==> src/rtl/draw_text_line.sv <==
// Text-overlay stage for the VGA chain: looks up characters and font lines from external
// ROMs and paints TEXT_COLOR over the incoming pixel wherever a font bit is set in the box.
module draw_text_line #(
    parameter logic [10:0] X_POS      = 11'd0,
    parameter logic [10:0] Y_POS      = 11'd0,
    parameter int          COLS       = 32,
    parameter int          ROWS       = 1,
    parameter logic [11:0] TEXT_COLOR = 12'hfff
) (
    input  logic        clk,
    input  logic        rst,
    input  logic [10:0] hcount_in,
    input  logic [10:0] vcount_in,
    input  logic        hsync_in,
    input  logic        vsync_in,
    input  logic        hblnk_in,
    input  logic        vblnk_in,
    input  logic [11:0] rgb_in,
    input  logic [6:0]  char_code,
    input  logic [7:0]  char_pixels,
    output logic [11:0] char_xy,
    output logic [10:0] font_addr,
    output logic [10:0] hcount_out,
    output logic [10:0] vcount_out,
    output logic        hsync_out,
    output logic        vsync_out,
    output logic        hblnk_out,
    output logic        vblnk_out,
    output logic [11:0] rgb_out
);

    // Box limits are one bit wider so a box reaching the screen edge cannot wrap.
    localparam logic [11:0] X_END = {1'b0, X_POS} + 12'(8 * COLS);
    localparam logic [11:0] Y_END = {1'b0, Y_POS} + 12'(16 * ROWS);

    typedef struct packed {
        logic [10:0] hcount;
        logic [10:0] vcount;
        logic        hsync;
        logic        vsync;
        logic        hblnk;
        logic        vblnk;
    } timing_t;

    timing_t     tim_in;
    timing_t     tim_s1;
    timing_t     tim_s2;
    timing_t     tim_s3;
    logic [11:0] rgb_s1;
    logic [11:0] rgb_s2;
    logic [11:0] rgb_s3;
    logic [3:0]  line_s1;
    logic [2:0]  bit_s1;
    logic [2:0]  bit_s2;
    logic        in_box_s1;
    logic        in_box_s2;
    logic        pix_s3;

    logic [9:0]  rel_x;
    logic [8:0]  rel_y;
    logic        in_box;
    logic [6:0]  col;
    logic [4:0]  row;

    assign tim_in = '{hcount: hcount_in, vcount: vcount_in, hsync: hsync_in,
                      vsync: vsync_in, hblnk: hblnk_in, vblnk: vblnk_in};

    always_comb begin
        rel_x  = 10'(hcount_in - X_POS);
        rel_y  = 9'(vcount_in - Y_POS);
        col    = rel_x[9:3];
        row    = rel_y[8:4];
        in_box = ({1'b0, hcount_in} >= {1'b0, X_POS}) && ({1'b0, hcount_in} < X_END) &&
                 ({1'b0, vcount_in} >= {1'b0, Y_POS}) && ({1'b0, vcount_in} < Y_END) &&
                 !hblnk_in && !vblnk_in;
    end

    // Stage 1: character ROM address plus everything the later stages need.
    always_ff @(posedge clk) begin
        if (rst) begin
            char_xy   <= '0;
            line_s1   <= '0;
            bit_s1    <= '0;
            in_box_s1 <= 1'b0;
            tim_s1    <= '0;
            rgb_s1    <= '0;
        end else begin
            char_xy   <= in_box ? {row, col} : 12'h000;
            line_s1   <= rel_y[3:0];
            bit_s1    <= rel_x[2:0];
            in_box_s1 <= in_box;
            tim_s1    <= tim_in;
            rgb_s1    <= rgb_in;
        end
    end

    // Stage 2: char_code for this pixel arrives now; form the font line address.
    always_ff @(posedge clk) begin
        if (rst) begin
            font_addr <= '0;
            bit_s2    <= '0;
            in_box_s2 <= 1'b0;
            tim_s2    <= '0;
            rgb_s2    <= '0;
        end else begin
            font_addr <= {char_code, line_s1};
            bit_s2    <= bit_s1;
            in_box_s2 <= in_box_s1;
            tim_s2    <= tim_s1;
            rgb_s2    <= rgb_s1;
        end
    end

    // Stage 3: font line arrives; pick out this pixel's bit (MSB is leftmost).
    always_ff @(posedge clk) begin
        if (rst) begin
            pix_s3 <= 1'b0;
            tim_s3 <= '0;
            rgb_s3 <= '0;
        end else begin
            pix_s3 <= in_box_s2 && char_pixels[3'd7 - bit_s2];
            tim_s3 <= tim_s2;
            rgb_s3 <= rgb_s2;
        end
    end

    always_ff @(posedge clk) begin
        if (rst) begin
            rgb_out    <= '0;
            hcount_out <= '0;
            vcount_out <= '0;
            hsync_out  <= 1'b0;
            vsync_out  <= 1'b0;
            hblnk_out  <= 1'b0;
            vblnk_out  <= 1'b0;
        end else begin
            rgb_out    <= pix_s3 ? TEXT_COLOR : rgb_s3;
            hcount_out <= tim_s3.hcount;
            vcount_out <= tim_s3.vcount;
            hsync_out  <= tim_s3.hsync;
            vsync_out  <= tim_s3.vsync;
            hblnk_out  <= tim_s3.hblnk;
            vblnk_out  <= tim_s3.vblnk;
        end
    end

endmodule

==> config.mk <==
export PLATFORM = sky130hd
export DESIGN_NAME = draw_text_line
export DESIGN_NICKNAME = d
export VERILOG_FILES = /design/src/rtl/draw_text_line.sv
export SDC_FILE = /design/constraint.sdc
export NUM_CORES = 1
export LEC_CHECK = 0
export CORE_UTILIZATION = 48
export DETAILED_ROUTE_END_ITERATION = 10
export PLACE_DENSITY = 0.78
export SETUP_SLACK_MARGIN = 0.1
export SKIP_CTS_REPAIR_TIMING = 1
export SLEW_MARGIN = 0
export SYNTH_ARGS = -nofsm -noshare
export SYNTH_HDL_FRONTEND = slang
export SYNTH_SLANG_ARGS = --single-unit
==> constraint.sdc <==
create_clock -name clk -period 1.5 [get_ports clk]
set_input_delay 0.375 -clock clk [delete_from_list [all_inputs] [get_ports clk]]
set_output_delay 0.375 -clock clk [all_outputs]
set_load 0.01 [all_outputs]
==> results of run 1 <==
==> through the flow <==
step / power (uW) / utilization, % / TNS, ns / hold WS (ns)
final: 9370 / 66.7 / 0 / 0.170
after global routing: 9720 / 66.7 / 0 / 0.152
after CTS: 9490 / 68.3 / -15.95 / 0.156
after detailed placement: 5370 / 62.4 / -0.539 / 0.421
after global placement: 5360 / 62.4 / -0.162 / 0.416
after floorplan: 5110 / - / 0 / 0.411
==> per-layer routing <==
layer	vias up	routed length [um]	GRT usage (%)
li1	1407	-	-
met1	1191	3270	17.2
met5	-	0	0
met4	0	158	7.92
met2	75	3750	25.0
met3	13	395	6.49
==> logic make-up after synthesis <==
logic type	share of synthesized area (%)
AO/OA/AOI/OAI	0.498
AND/OR/NAND/NOR	23.2
multiplexers	0.787
other	0.0786
buffers and inverters	2.49
flip-flops	73.0
==> worst min-delay path by stage <==
| stage | endpoint | startpoint | depth (start not counted) |
|---|---|---|---|
| after floorplan | rgb_out[0] | rgb_s3[0] | 2 |
| after detailed placement | font_addr[2] | tim_s1[6] | 1 |
| after global routing | tim_s2[25] | rst | 2 |
| after global placement | hcount_out[0] | tim_s3[15] | 1 |
| final | tim_s2[25] | rst | 2 |
| after CTS | tim_s1[23] | rst | 2 |
==> report_power, final <==
| group | switching (uW) | leakage [uW] | internal, uW | total [uW] |
|---|---|---|---|---|
| logic | 162 | 0.00123 | 259 | 421 |
| registers | 35.9 | 0.00143 | 4780 | 4820 |
| clock network | 1570 | 0.000289 | 2560 | 4130 |
==> sequential cells by signal, indices dropped and copies added (netlist names), 12 cells and up <==
name	flops
char_xy	12
rgb_s3	12
tim_s2	22
rgb_s2	12
tim_s1	26
tim_s3	26
rgb_out	12
rgb_s1	12
==> final cells by class <==
class,instances,area (um2),area share (%)
clock buffer,23,487,7.54
inverter,1,3.75,0.0582
timing repair buffer,118,1030,16.0
multi-input combinational,196,1190,18.5
sequential,174,3490,54.0
tap,133,166,2.58
clock inverter,7,85.1,1.32
==> layout by cell type (no fill, tap or decap), drive strengths merged <==
master         netlist  final
nor3b                1      1
nor2b              149    149
inv                  1      1
mux4                 1      1
nor4                 2      2
clkinv               0      5
nand2b               1      1
clkbuf               8     58
a2111oi              2      2
dlymetal6s2s         0     19
nor2                25     25
clkdlybuf4s50        0     53
and4                 1      1
dfxtp              174    174
conb                 1      7
nor3                 1      1
mux2                 1      1
bufinv               0      2
buf                 15     11
and2                 5      5
==> impl_results.md, run 1 <==
* Status: completed
* CP top delay family: flip-flops
* Crit path depth at 1
* First-pass GRT wire length at 11,600 um
* Reg2reg end: pix_s3
* Worst hold-check path type: input pin to flop
* Vias in the first global route at about 2,500
* Maximum buffer depth of the clock tree at 2
* Fmax at 714 MHz
* H-tree depth at 4
* Worst-path cell chain: dlymetal6s2s_1
* # setup viols final at 0
* Cells after Synth at 388
* Crit. End Element: output pin
* Nets at approximately 560
* Total global routing overflow at 0
* Clk Latency, worst-skew pair at about 0.52 ns
* Synthesis warning total at 0
* CP startpoint: hcount_out[5]
* Share of the synthesized area in the top cell type at approximately 73%
* Vias post-DR at 2,686
* CTS buffer count at 17
* Worst R2R Setup Slack at 0.26 ns
* First-pass detailed-route iteration total at 4
* HPWL Detailed at 5060 um
* Slowest cell on crit path: dfxtp_1
* Leak at 0.00294 uW
* Final WL at 7580 um
* CTS root buf: clkbuf_8
* Synth unique cells at 19
* Iteration-0 DRC Markers at 43
* Cell row count at 36
* Max cap viols at 0
* Initial core utilization at 49.3%
* FFs w/ async S/R, synth at 0%
* Tmin final at 1.40 ns
* DRC at 0
* Buffers added on ports at 115
* Synth top area cells: dfxtp_1 (73%), nor2b_1 (19%), nor2_1 (2.0%), buf_2 (1.2%), and2_1 (0.66%)
* CTS tree: yes
* Worst slew margin at between 60% and 70%
* Count leader, synth: dfxtp_1
* Critical Path Sink: hcount_out[5]
* Reg-to-reg startpoint: tim_s2[15]
* RSZ-0062 raised after global routing: true
* CP Class: flop to output pin
* Total Routing Usage GR at between 10% and 20%
* Num Clock Sinks at 174
* Max stage delay on crit path at 0.34 ns
* Final Max Tran Viols at 0
* Final cell count without fillers at around 650
* Post-Syn Area per Cell at 12.3 um2
* Worst path required time at 1.12 ns
* Final Cell Area at roughly 6500 um2
* # diodes at 0
* VDD IR-drop max at 0.695 mV
* Final worst slack at 0.0997 ns
* Synth Flop Type: dfxtp_1
* Inst Count DP at approximately 620
* Post-synth EDFFs at 0
* GPL Wtd Cong at 0.773
* Crit path DAT at between 1 and 1.5 ns
* Power Dens Cells at approximately 1500 nW/um2
* Layout area overhead at 35.3%
* Io pins at ~120
* Die width at 102 um
* Synthesized cell area at 4770 um2
* Share of cells above drive strength 1 at 15.8%
* Synth cell count leaders: dfxtp_1 (174), nor2b_1 (148), nor2_1 (25)
* Yosys top cell by area: dfxtp_1
* Drt via density at 4.12
* Flop and latch count out of synthesis at 174
* Critical path fanouts, max at 1
* Core ar. at ~9700 um2
* Drt wl/cell at approximately 12 um
* CP Launch Type: flop
* Fin crit share at 93.4%
* Reg2reg path depth at 3
* Worst Path Buf+Inv at 1
* Fill count at between 700 and 800
* Clk pin slew, worst setup/hold paths at 0.06 ns
* Antenna violations before repair at 0
* Clk_skew at slightly below 0.006 ns
* Final hold violations at 0
* Worst slack, placed at -0.101 ns
* Die height at 102 um
* Die area at 10,300 um2
* Final antenna-violating net count at 0
* Sequential-to-total area share from yosys stat at 73.0%
* Actual slew at the worst max-slew pin at 0.489 ns
* Largest net degree at the start of global routing at 84
* Placed cell area at 6040 um2
(Power assumes the default switching activity.)
==> run 2, diff against run 1 <==
CORE_UTILIZATION = 40   (was 48)
PLACE_DENSITY = 0.67   (was 0.78)
==> run 2 against run 1 <==
  * The run now ends with DRC left
  * Register-to-register slack lost 0.06 ns
  * Highest routed layer unchanged
  * Final area up 6.3%
  * Sequential share of layout area fell by 3.3 points
  * Count of clock-buffer cells in the layout fell by 1
  * Critical path type is now input pin to flop
==> impl_results.md, run 2 (same netlist as run 1, synthesis figures left out) <==
* Leak at 0.00364 uW (+24%)
* Largest regs: tim_s1 (26), tim_s3 (26), tim_s2 (22)
* VDD IR-drop max at 0.751 mV (+8.0%)
* Hold depth at 2 (unchanged)
* Nets at 565 (+0.36%)
* Maximum buffer depth of the clock tree at 2 (unchanged)
* Critical path fanouts, max at 6 (+5)
* Worst path required time at 1.85 ns (+0.73 ns)
* Vias post-DR at 2,689 (+0.11%)
* Clk Latency, worst-skew pair at 0.41 ns (-0.11 ns)
* DRC at 18 (+18)
* Final WL at 7810 um (+3.1%)
* Reg2reg end: pix_s3
* Worst-path cell chain: clkdlybuf4s50_1 > nor4_2 > buf_4 > and4_1 > and2_1
* Iteration-0 DRC Markers at 85 (+98%)
* Buffers added on ports at 115 (unchanged)
* Status: finished with violations
* Crit path DAT at 1.65 ns (+0.62 ns)
* Worst Hold End: rgb_out[4]
* Initial core utilization at 41.4% (-7.8 points)
* CTS root buf: clkbuf_16
* Worst slew margin at 67.1% (+0.56 points)
* Final Max Tran Viols at 0 (unchanged)
* Worst R2R Setup Slack at 0.20 ns (-0.06 ns)
* # diodes at 0 (unchanged)
* Actual slew at the worst max-slew pin at 0.480 ns (-0.00812 ns)
* Vias in the first global route at 2,628 (+4.8%)
* CTS tree: yes
* Largest net degree at the start of global routing at 84 (unchanged)
* Fin crit share at 86.7% (-6.6 points)
* Slowest cell on crit path: clkdlybuf4s50_1
* Cell row count at 39 (+8.3%)
* H-tree depth at 4 (unchanged)
* Failing checks: DRC
* Max stage delay on crit path at 0.42 ns (+0.08 ns)
* Core ar. at 11,500 um2 (+19%)
* Total global routing overflow at 0 (unchanged)
* Fmax at 769 MHz (+7.6%)
* Drt via density at 4.04 (-2.0%)
* Final worst slack at 0.199 ns (+0.0993 ns)
* Max cap viols at 0 (unchanged)
* First-pass GRT wire length at 12,400 um (+6.9%)
* Final hold violations at 0 (unchanged)
* Most common cell after layout, fill and taps aside: dfxtp_1
* Total Routing Usage GR at 13.4% (-2.0 points)
* Fin util at 59.6% (-7.1 points)
* Setup TNS at 0 ns (unchanged)
* CP Launch Type: input pin
* Crit. End Element: flop
* Layout area overhead at 43.8%
* Antenna violations before repair at 0 (unchanged)
* Worst hold-check path type: flop to flop
* Tmin final at 1.30 ns (-0.0993 ns)
* Num Clock Sinks at 174 (unchanged)
* Reg2reg path depth at 3 (unchanged)
* CP Class: input pin to flop
* Most frequent cells in the layout: dfxtp_1 (174), nor2b_1 (148), dlymetal6s2s_1 (61)
* Io pins at 116 (unchanged)
* Worst slack, placed at -0.272 ns (-0.171 ns)
* Reg-to-reg startpoint: tim_s2[15]
* HPWL Detailed at 4980 um (-1.7%)
* RSZ-0062 raised after global routing: false
* Final cell count without fillers at 666 (+2.1%)
* GPL Wtd Cong at 0.714 (-7.6%)
* Drt wl/cell at 11.7 um (+0.93%)
* Die height at 111 um (+9.4%)
* Final antenna-violating net count at 0 (unchanged)
* Die width at 111 um (+9.4%)
* First-pass detailed-route iteration total at 7 (+3)
* HP Start: rgb_s3[4]
* CTS buffer count at 17 (unchanged)
* # setup viols final at 0 (unchanged)
* Clk pin slew, worst setup/hold paths at 0.06 ns (about the same)
* Inst Count DP at 634 (+1.9%)
* Share of cells above drive strength 1 at 7.84% (-8.0 points)
* Clk_skew at 0.00385 ns (-0.00205 ns)
* Power Dens Cells at 1430 nW/um2 (-1.1%)
* Die area at 12,400 um2 (+20%)
## run 2: cell count changes in the layout (fill, tap and decap cells not counted), sizes merged, moves of 2 or more
cell,before,now
clkbuf,58,22
bufinv,2,4
clkinvlp,0,2
clkinv,5,3
dlymetal6s2s,19,61
buf,11,6
## run 2: how the worst max path moves through the flow
stage	cells past startpoint	endpoint	start
5_1_grt	5	char_xy[3]	vcount_in[6]
2_1_floorplan	4	tim_s3[13]	rst
6_report	5	char_xy[3]	vcount_in[6]
3_5_place_dp	5	char_xy[1]	vcount_in[8]
4_1_cts	1	font_addr[1]	font_addr[1]
3_3_place_gp	5	char_xy[3]	vcount_in[8]
## run 2: cell type report
type                    instances  area [um2]
clock buffers                  22         474
clock inverters                10         159
fillers                       927        4650
inverters                       1        3.75
multi-input cells             196        1200
flip-flops and latches        174        3480
well taps                     143         179
repair buffers                120        1360
## run 2: metal layers
metal  vias up  share of wire (%)  global-route usage (%)
met5         -                  0                       0
met1      1174                 47                    15.4
met3        19                5.4                    4.65
met2        78                 45                    20.7
met4         0                2.5                    9.73
li1       1418                  -                       -
## run 2: where the power goes
| part | switching [uW] | internal (uW) |
|---|---|---|
| clock | 1670 | 2920 |
| combinational | 167 | 278 |
| sequential | 35.3 | 4780 |
| total | 1870 | 7980 |
## run 2: critical path: cells and delay by family
| kind | cells | cell delay (ns) |
|---|---|---|
| buf+inv | 2 | 0.58 |
| simple gates | 3 | 0.69 |
## run 2: metrics by stage
stage,cell area (um2),total power (uW),hold slack (ns)
finish,6860,9840,0.431
CTS,6700,9990,0.433
floorplan,4790,5110,0.411
detailed placement,6070,5380,0.420
global route,6860,10200,0.448
global placement,6070,5370,0.417
==> run 3, diff against run 2 <==
CAP_MARGIN = 20   (was default)
SETUP_SLACK_MARGIN = 0.05   (was 0.1)
==> run 3 against run 2 <==
  * The flow still finishes with violations (DRC)
  * Clock skew stayed put
  * Total power hardly changed
  * Combinational power hardly changed
  * Die area stayed put
  * Routed wire length is 0.13% higher
  * Global-route usage stayed put
  * Largest power group unchanged
==> impl_results.md, run 3 (same netlist as run 1, synthesis figures left out) <==
* Vias post-DR at 2,690 (+0.037%)
* Fill count at 927 (unchanged)
* Drt wl/cell at 11.7 um (+0.13%)
* First-pass GRT wire length at 12,400 um (unchanged)
* Largest regs: tim_s1 (26), tim_s3 (26), tim_s2 (22)
* Failing checks: DRC
* HPWL Detailed at 4980 um (unchanged)
* Worst path required time at 1.85 ns (about the same)
* Final Max Tran Viols at 0 (unchanged)
* Max cap viols at 0 (unchanged)
* Layout area overhead at 43.8% (unchanged)
* Footprint of the multi-input gates at 1200 um2 (unchanged)
* Final hold violations at 0 (unchanged)
* Leak at 0.00364 uW (unchanged)
* Initial core utilization at 41.4% (unchanged)
* Critical path fanouts, max at 6 (unchanged)
* Iteration-0 DRC Markers at 84 (-1.2%)
* Status: finished with violations
* CTS root buf: clkbuf_16
* Crit. End Element: flop
* Clk_skew at 0.00385 ns (unchanged)
* Clk Latency, worst-skew pair at 0.41 ns (about the same)
* Worst slew margin at 67.1% (about the same)
* Io pins at 116 (unchanged)
* Die height at 111 um (unchanged)
* Final Cell Area at 6860 um2 (unchanged)
* Total global routing overflow at 0 (unchanged)
* Worst hold-check path type: flop to flop
* Total Routing Usage GR at 13.4% (unchanged)
* Placed cell area at 6070 um2 (unchanged)
* DRC at 18 (unchanged)
* Antenna violations before repair at 0 (unchanged)
* CP Launch Type: input pin
* Maximum buffer depth of the clock tree at 2 (unchanged)
* Final antenna-violating net count at 0 (unchanged)
* Largest net degree at the start of global routing at 84 (unchanged)
* CTS buffer count at 17 (unchanged)
* Vias in the first global route at 2,628 (unchanged)
* Clk pin slew, worst setup/hold paths at 0.06 ns (about the same)
* Nets at 565 (unchanged)
* Fin crit share at 89.4% (+2.7 points)
* Drt via density at 4.04 (about the same)
* CTS tree: yes
* # setup viols final at 0 (unchanged)
* Total power at 9840 uW (about the same)
* Tmin final at 1.34 ns (+0.0405 ns)
* H-tree depth at 4 (unchanged)
* First-pass detailed-route iteration total at 7 (unchanged)
* VDD IR-drop max at 0.751 mV (about the same)
* GPL Wtd Cong at 0.714 (unchanged)
* Die width at 111 um (unchanged)
* Buffers added on ports at 115 (unchanged)
* Fmax at 745 MHz (-3.0%)
* Most common cell after layout, fill and taps aside: dfxtp_1
* Share of cells above drive strength 1 at 7.84% (unchanged)
* Cell row count at 39 (unchanged)
* Crit path DAT at 1.69 ns (+0.04 ns)
* CP Class: input pin to flop
* Power Dens Cells at 1430 nW/um2 (about the same)
* Most frequent cells in the layout: dfxtp_1 (174), nor2b_1 (148), dlymetal6s2s_1 (61)
* Die area at 12,400 um2 (unchanged)
* Worst R2R Setup Slack at 0.21 ns (about the same)
* Final WL at 7820 um (+0.13%)
* Actual slew at the worst max-slew pin at 0.481 ns (+0.000268 ns)
* Num Clock Sinks at 174 (unchanged)
* # diodes at 0 (unchanged)
* Core ar. at 11,500 um2 (unchanged)
* Seq. cell area at 3480 um2 (unchanged)
* RSZ-0062 raised after global routing: false
[run 3: critical path, cell delays in order]
cell and delay [ns]:
clkdlybuf4s50_1 0.44, nor4_2 0.31, buf_4 0.16, and4_1 0.25, and2_1 0.16
[run 3: layout make-up]
cell class              instances  share of cell area [%]
inverters                       1                  0.0547
clock buffers                  22                    6.91
clock inverters                10                    2.32
flip-flops and latches        174                    50.8
multi-input cells             196                    17.5
repair buffers                120                    19.9
well taps                     143                    2.61
[run 3: report_power, final]
part	switching, uW	internal [uW]
Sequential	35.3	4780
Clock	1670	2920
Combinational	167	278
Total	1870	7980
[run 3: per-layer routing]
metal,track usage [%],wire [um],vias to the layer above
met5,0,0,-
met4,9.73,197,0
met3,4.65,422,19
met2,20.7,3520,78
met1,15.4,3680,1175
li1,-,-,1418
[run 3: worst paths after layout]
path / start / endpoint / cells past startpoint
setup / recovery: vcount_in[8] / char_xy[3] / 5
setup reg to reg: tim_s2[15] / pix_s3 / 3
hold / removal: rgb_s3[4] / rgb_out[4] / 2
hold reg to reg: rgb_s3[4] / rgb_out[4] / 2
[run 3: metrics by stage]
step           util, %  hold WS (ns)  instances  setup TNS (ns)  setup slack [ns]
2_1_floorplan        -         0.411        394               0             0.363
3_3_place_gp      52.7         0.417        634           -1.04            -0.186
3_5_place_dp      52.7         0.420        634           -1.49            -0.272
4_1_cts           58.2         0.433        666           -9.44            -0.202
5_1_grt           59.6         0.448        666               0            0.0826
6_report          59.6         0.431        666               0             0.158
